<file path="src/rtl/div_unit.sv">
// ---------------------------------------------------------------------------
// div_unit
//   Multi-cycle RV32M divider for DIV, DIVU, REM and REMU. It sits beside the
//   ALU in the execute stage and uses restoring radix-2 division, producing
//   one quotient bit per clock. Pipeline control holds EX while busy=1.
//
//   Ports
//     clk     in   1     clock, rising edge
//     rst     in   1     asynchronous, active-high reset
//     start   in   1     request; sampled only while busy=0
//     op      in   2     00 DIV, 01 DIVU, 10 REM, 11 REMU
//     a       in   XLEN  dividend (rs1)
//     b       in   XLEN  divisor (rs2)
//     busy    out  1     operation in progress; a new start is ignored
//     done    out  1     one-cycle pulse: result valid
//     result  out  XLEN  quotient or remainder; held until the next done
//
//   Handshake: a request is taken on a rising edge where start=1 and busy=0
//   (edge E0). That includes the cycle in which done=1. The result is valid
//   when done=1 and stays stable until the next done pulse.
//
//   Timeline: E0 captures the operands. Edges E1..E_XLEN each retire one
//   quotient bit, and the FIN edge registers the result and raises done.
//   Counting E0 itself, done appears after XLEN+2 edges. Divide-by-zero and
//   signed overflow skip CALC and go straight to FIN, so done appears after
//   2 edges.
// ---------------------------------------------------------------------------
module div_unit #(
   parameter int XLEN = 32
) (
   input  logic            clk,
   input  logic            rst,
   input  logic            start,
   input  logic [1:0]      op,
   input  logic [XLEN-1:0] a,
   input  logic [XLEN-1:0] b,
   output logic            busy,
   output logic            done,
   output logic [XLEN-1:0] result
);

   localparam int CW = (XLEN > 2) ? $clog2(XLEN) : 1;
   localparam logic [CW-1:0]   CNT_LAST = CW'(XLEN - 1);
   localparam logic [XLEN-1:0] MIN_NEG  = {1'b1, {(XLEN-1){1'b0}}};

   typedef enum logic [1:0] {
      IDLE = 2'd0,
      CALC = 2'd1,
      FIN  = 2'd2
   } state_t;

   state_t state, state_nxt;

   logic [CW-1:0]   cnt;
   logic [XLEN-1:0] dvd;     // dividend shifting out, quotient shifting in
   logic [XLEN-1:0] rem;     // partial remainder
   logic [XLEN-1:0] dvs;     // divisor magnitude
   logic            neg_q;
   logic            neg_r;
   logic            op_rem;  // captured op[1]: 1 = return remainder

   // Operand decode, used only at E0.
   logic            is_signed;
   logic [XLEN-1:0] a_abs;
   logic [XLEN-1:0] b_abs;
   logic            b_zero;
   logic            ovf;
   logic            special;

   assign is_signed = ~op[0];
   assign a_abs     = (is_signed && a[XLEN-1]) ? -a : a;
   assign b_abs     = (is_signed && b[XLEN-1]) ? -b : b;
   assign b_zero    = (b == '0);
   assign ovf       = is_signed && (a == MIN_NEG) && (b == '1);
   assign special   = b_zero || ovf;

   // One restoring step. Widening the compare to XLEN+1 bits leaves the
   // borrow in the top bit, so no overflow can occur.
   logic [XLEN:0] rem_sh;
   logic [XLEN:0] diff;
   logic          q_bit;

   assign rem_sh = {rem, dvd[XLEN-1]};
   assign diff   = rem_sh - {1'b0, dvs};
   assign q_bit  = ~diff[XLEN];

   assign busy = (state != IDLE);

   // State register
   always_ff @(posedge clk or posedge rst) begin
      if (rst) state <= IDLE;
      else     state <= state_nxt;
   end

   // Next-state logic
   always_comb begin
      state_nxt = state;
      case (state)
         IDLE:    if (start) state_nxt = special ? FIN : CALC;
         CALC:    if (cnt == CNT_LAST) state_nxt = FIN;
         FIN:     state_nxt = IDLE;
         default: state_nxt = IDLE;
      endcase
   end

   // Datapath
   always_ff @(posedge clk or posedge rst) begin
      if (rst) begin
         cnt    <= '0;
         dvd    <= '0;
         rem    <= '0;
         dvs    <= '0;
         neg_q  <= 1'b0;
         neg_r  <= 1'b0;
         op_rem <= 1'b0;
         result <= '0;
         done   <= 1'b0;
      end else begin
         done <= 1'b0;
         case (state)
            IDLE: begin
               if (start) begin
                  op_rem <= op[1];
                  cnt    <= '0;
                  if (b_zero) begin
                     // The quotient is all ones and the remainder is the raw
                     // dividend. No sign fixup applies.
                     dvd   <= '1;
                     rem   <= a;
                     neg_q <= 1'b0;
                     neg_r <= 1'b0;
                  end else if (ovf) begin
                     dvd   <= a;
                     rem   <= '0;
                     neg_q <= 1'b0;
                     neg_r <= 1'b0;
                  end else begin
                     dvd   <= a_abs;
                     dvs   <= b_abs;
                     rem   <= '0;
                     neg_q <= is_signed && (a[XLEN-1] ^ b[XLEN-1]);
                     neg_r <= is_signed && a[XLEN-1];
                  end
               end
            end
            CALC: begin
               cnt <= cnt + 1'b1;
               dvd <= {dvd[XLEN-2:0], q_bit};
               rem <= q_bit ? diff[XLEN-1:0] : rem_sh[XLEN-1:0];
            end
            FIN: begin
               if (op_rem) result <= neg_r ? -rem : rem;
               else        result <= neg_q ? -dvd : dvd;
               done <= 1'b1;
            end
            default: ;
         endcase
      end
   end

endmodule

</file>
<file path="config.mk">
export PLATFORM = sky130hd
export DESIGN_NAME = div_unit
export DESIGN_NICKNAME = d
export VERILOG_FILES = /design/src/rtl/div_unit.sv
export SDC_FILE = /design/constraint.sdc
export NUM_CORES = 1
export LEC_CHECK = 0
export ABC_AREA = 1
export BUFFER_PORTS_ARGS = -buffer_cell sky130_fd_sc_hd__buf_2
export CAP_MARGIN = 5
export CORE_MARGIN = 4
export CORE_UTILIZATION = 57
export CTS_BUF_LIST = sky130_fd_sc_hd__clkbuf_8
export DETAILED_ROUTE_END_ITERATION = 12
export HOLD_SLACK_MARGIN = 0.03
export PLACE_DENSITY = 0.82
export SLEW_MARGIN = 20
export SYNTH_ARGS = -nofsm -noshare
export SYNTH_HDL_FRONTEND = slang
export SYNTH_SLANG_ARGS = --single-unit
</file>
<file path="constraint.sdc">
create_clock -name clk -period 5.7 [get_ports clk]
set_input_delay 0.57 -clock clk [delete_from_list [all_inputs] [get_ports clk]]
set_output_delay 0.57 -clock clk [all_outputs]
set_load 0.03 [all_outputs]
</file>
==> impl_summary.txt <==
----------------------------------------------------
[Status]
  Outcome ... complete, no violations

[STA]
  Unrepaired setup endpoints after global routing ... false
  Final number of setup-violating endpoints ... 0
  Fmax ... 330 MHz
  Final critical delay including setup and external delays ... 3030 ps
  Worst slew pin tran ... 1140 ps
  Worst hold-check slack ... 268 ps
  Final Hold Vio Count ... 0
  Count of final max-slew check failures ... 0
  Max-Slew Margin vs Limit ... 23.9%
  Setup_tns ... 0 ps
  Clock tree skew after final layout ... 30.6 ps
  Period Utilization, post-route ... 53.2%

[Critical path]
  Signal arrival time at the worst endpoint ... 3400 ps
  Bufs and invs on worst path ... 2
  Slowest Stage Delay on Critical Path ... 840 ps
  Required time of the critical path ... 6070 ps
  CP Depth ... 7
  Crit-path leading delay family ... buffers and inverters
  Worst-path cell chain ... nor2_1, nand2_1, inv_1, nor2_4, inv_1, o21ai_0, o22ai_1
  Worst-path fanout max ... 30
  Worst-case reg-to-reg path depth ... 7
  Most used cell along the critical path ... sky130_fd_sc_hd__inv_1
  Path type of the worst setup path ... reg2reg
  Slowest cell on the critical path ... sky130_fd_sc_hd__inv_1
  Crit. End Element ... register
  CP startpoint kind ... register

[Synthesis]
  Share of the synthesized area in the top cell type ... 26.4%
  Sequential element share of the synthesized area ... between 20% and 30%
  Total of warnings raised by yosys ... 0
  Post-synth net total ... ~2300
  Synthesized area divided by synthesized cell count ... about 6 um^2
  Synth Cell Area ... 13200 um^2
  Cell variety after synth ... 49
  Cell types with the largest area share after synthesis ... sky130_fd_sc_hd__dfrtp_1 26%, sky130_fd_sc_hd__nand2_1 19%, sky130_fd_sc_hd__inv_1 9.9%
  Synthesized flop and latch total ... 139
  Library cell occupying the most area in the post-synthesis netlist ... sky130_fd_sc_hd__dfrtp_1
  Number of standard cells after synthesis ... between 2000 and 2500

[Floorplanning]
  Horizontal extent of the die ... 160 um
  Top Ports ... 103
  Die Footprint ... 25600 um^2
  Initial standard-cell utilization of the core ... 58.1%
  Row count ... 55
  Total core area ... between 20000 and 25000 um^2
  DIE HEIGHT ... 160 um

[Route]
  Count of unresolved DRC violations after routing ... 0
  Number of nets still failing antenna checks after routing ... 0
  First-pass iteration count of the detailed router ... 6
  Total Wirelength ... 47000 um
  Per-cell via count in the routed design ... a little under 6
  Wire length per cell after detailed routing ... approximately 18 um
  Routed vias ... 14700
  Detailed router's first-iteration violation count ... 1883

[Clock tree]
  Number of sinks on the clock net ... 139
  TritonCTS clock tree ... built
  Root cell of the clock tree ... sky130_fd_sc_hd__clkbuf_8
  Maximum number of buffers from clock root to sink ... 2
  Total of hold buffers inserted after clock tree synthesis ... 0
  Number of buffers added for setup after CTS ... 0
  Total CTS buffers ... 17
  Count of cells resized by post-cts repair ... 0
  H-tree lvl count ... 4
  Clock slew seen by the registers of the worst setup and hold paths ... 100 ps
  Clock latency reported for the late side of the worst-skew pair ... 470 ps

[Run]
  Maxcap violations ... 0

[Place]
  Routability cong. ... 1.02
  Input/output buffers ... 102
  Total half-perimeter wirelength after legalization and detailed placement ... ~37000 um

[GRT]
  Pin count of the biggest net entering global routing ... 92
  Final global-route overflow total ... 0
  Antenna violations before repair ... 0
  First-pass GRT wire length ... about 74000 um
  Via count of the first global-routing pass ... 13500
  Overall track demand over capacity in global routing ... 36.2%

[Power and ir drop]
  Highest ir drop seen on vdd ... 439 uV
  Power per Cell Area ... 679 nW/um^2
  Leakage ... 7.57 nW

[Worst hold path]
  Hold Crit Class ... in2async

[Final layout]
  Area grow syn2layout ... 7.67%
  Number of nets at the end of the flow ... 2354
  Layout cells sized above 1 ... 8.86%

----------------------------------------------------
## state kept, by name, summed over array words and instances, names as in the netlist
| signal | flops |
|---|---|
| dvd | 32 |
| dvs | 32 |
| rem | 32 |
| result | 32 |
| cnt | 5 |
| state | 2 |
| done | 1 |
| neg_q | 1 |
| neg_r | 1 |
| op_rem | 1 |
## routing by layer
metal  global-route usage [%]  routed length [um]  vias up
met5                        0                   0        -
met2                     54.4               19800      792
met1                     52.9               20500     6721
li1                         -                   -     7066
met4                     10.8                1480        0
met3                     7.35                5280      112
## logic make-up after synthesis
group,synth area share [%]
flops,26.4
xor+xnor,4.39
simple gates,37.5
fa+ha+maj,3.86
compound gates,14.9
buf+inv,13.0
## metrics by stage
| step | util (%) | total power [mW] | setup WS [ps] | std cells | area [um^2] |
|---|---|---|---|---|---|
| floorplan | - | 6.83 | 1410 | 2183 | 13200 |
| global placement | 60.7 | 8.47 | 2400 | 2511 | 13800 |
| detailed placement | 60.7 | 8.60 | 2250 | 2511 | 13800 |
| CTS | 62.6 | 9.45 | 2720 | 2543 | 14200 |
| global route | 62.6 | 10.5 | 2410 | 2543 | 14200 |
| finish | 62.6 | 9.62 | 2670 | 2544 | 14200 |
## cells in the final DEF (no fill, tap or decap), types with 4 or more instances in the layout
cell type,netlist,routed
sky130_fd_sc_hd__a21oi_1,111,111
sky130_fd_sc_hd__o211ai_1,8,8
sky130_fd_sc_hd__inv_1,348,347
sky130_fd_sc_hd__nand3_2,4,4
sky130_fd_sc_hd__a21boi_1,25,25
sky130_fd_sc_hd__nor2_2,9,10
sky130_fd_sc_hd__inv_8,0,6
sky130_fd_sc_hd__o21ai_0,132,132
sky130_fd_sc_hd__nand3_1,189,189
sky130_fd_sc_hd__clkinv_8,0,5
sky130_fd_sc_hd__nand3b_1,6,6
sky130_fd_sc_hd__nor3_1,25,25
sky130_fd_sc_hd__ha_1,39,39
sky130_fd_sc_hd__nor4_1,4,4
sky130_fd_sc_hd__nor2_4,5,7
sky130_fd_sc_hd__o22ai_2,4,4
sky130_fd_sc_hd__nand2_4,4,4
sky130_fd_sc_hd__clkinvlp_4,0,4
sky130_fd_sc_hd__buf_4,3,10
sky130_fd_sc_hd__inv_2,6,6
sky130_fd_sc_hd__dfrtp_1,139,139
sky130_fd_sc_hd__or2_2,4,4
sky130_fd_sc_hd__xnor2_1,11,11
sky130_fd_sc_hd__nor2_1,189,186
sky130_fd_sc_hd__a31oi_1,21,21
sky130_fd_sc_hd__o21ai_1,26,26
sky130_fd_sc_hd__nand2_2,10,10
sky130_fd_sc_hd__nand2_1,676,676
sky130_fd_sc_hd__o22ai_1,13,13
sky130_fd_sc_hd__xor2_1,55,55
sky130_fd_sc_hd__buf_2,8,102
sky130_fd_sc_hd__clkbuf_8,0,17
sky130_fd_sc_hd__nand4_1,28,28
## cells in the mapped netlist, drive strengths merged
library cell and n:
a31oi 21, o21a 1, clkbuf 40, buf 29, xnor2 11, and2 2
o41ai 2, nand2 690, a21o 2, o211ai 8, a22o 2, nor2 204
nor4 4, clkinv 3, or2 4, nand4 29, nand3b 6, dfrtp 139
inv 354, fa 1, and3 1, a21oi 112, ha 39, xor2 55
o31ai 1, nor3 26, o22ai 17, a21boi 26, o21ai 159, nand3 194
o21bai 1
## power breakdown
group,internal (mW),switching [mW],total (mW)
logic,2.10,4.74,6.84
registers,1.48,0.469,1.94
clock network,0.335,0.509,0.844
total,3.91,5.71,9.62
## worst paths after layout
path / startpoint / endpoint / slack [ps]
setup / recovery: state[0]$_DFFE_PP0P_ / dvd[0]$_DFFE_PP0P_ / 2670
min in group clk: op[1] / op_rem$_DFFE_PP0P_ / 380
hold / removal: rst / rem[5]$_DFFE_PP0P_ / 270
max in group asynchronous: rst / dvd[19]$_DFFE_PP0P_ / 4280
hold reg to reg: result[31]$_DFFE_PP0P_ / result[31]$_DFFE_PP0P_ / 480
setup reg to reg: state[0]$_DFFE_PP0P_ / dvd[0]$_DFFE_PP0P_ / 2670
## worst reg2reg max path: stages (launching register included)
cell and delay, ps:
sky130_fd_sc_hd__dfrtp_1 450, sky130_fd_sc_hd__nor2_1 140, sky130_fd_sc_hd__nand2_1 370, sky130_fd_sc_hd__inv_1 680, sky130_fd_sc_hd__nor2_4 40, sky130_fd_sc_hd__inv_1 840
sky130_fd_sc_hd__o21ai_0 230, sky130_fd_sc_hd__o22ai_1 180
## area by class of cell
class                      count  area (um^2)
timing repair buffer         112          586
tap                          285          357
clock inverter                15          179
clock buffer                  17          234
sequential                   139         3480
fill                        2255         8470
inverter                     357         1350
antenna                        1         2.50
multi-input combinational   1618         7990
Note: power is estimated with default switching activity, not from simulation.
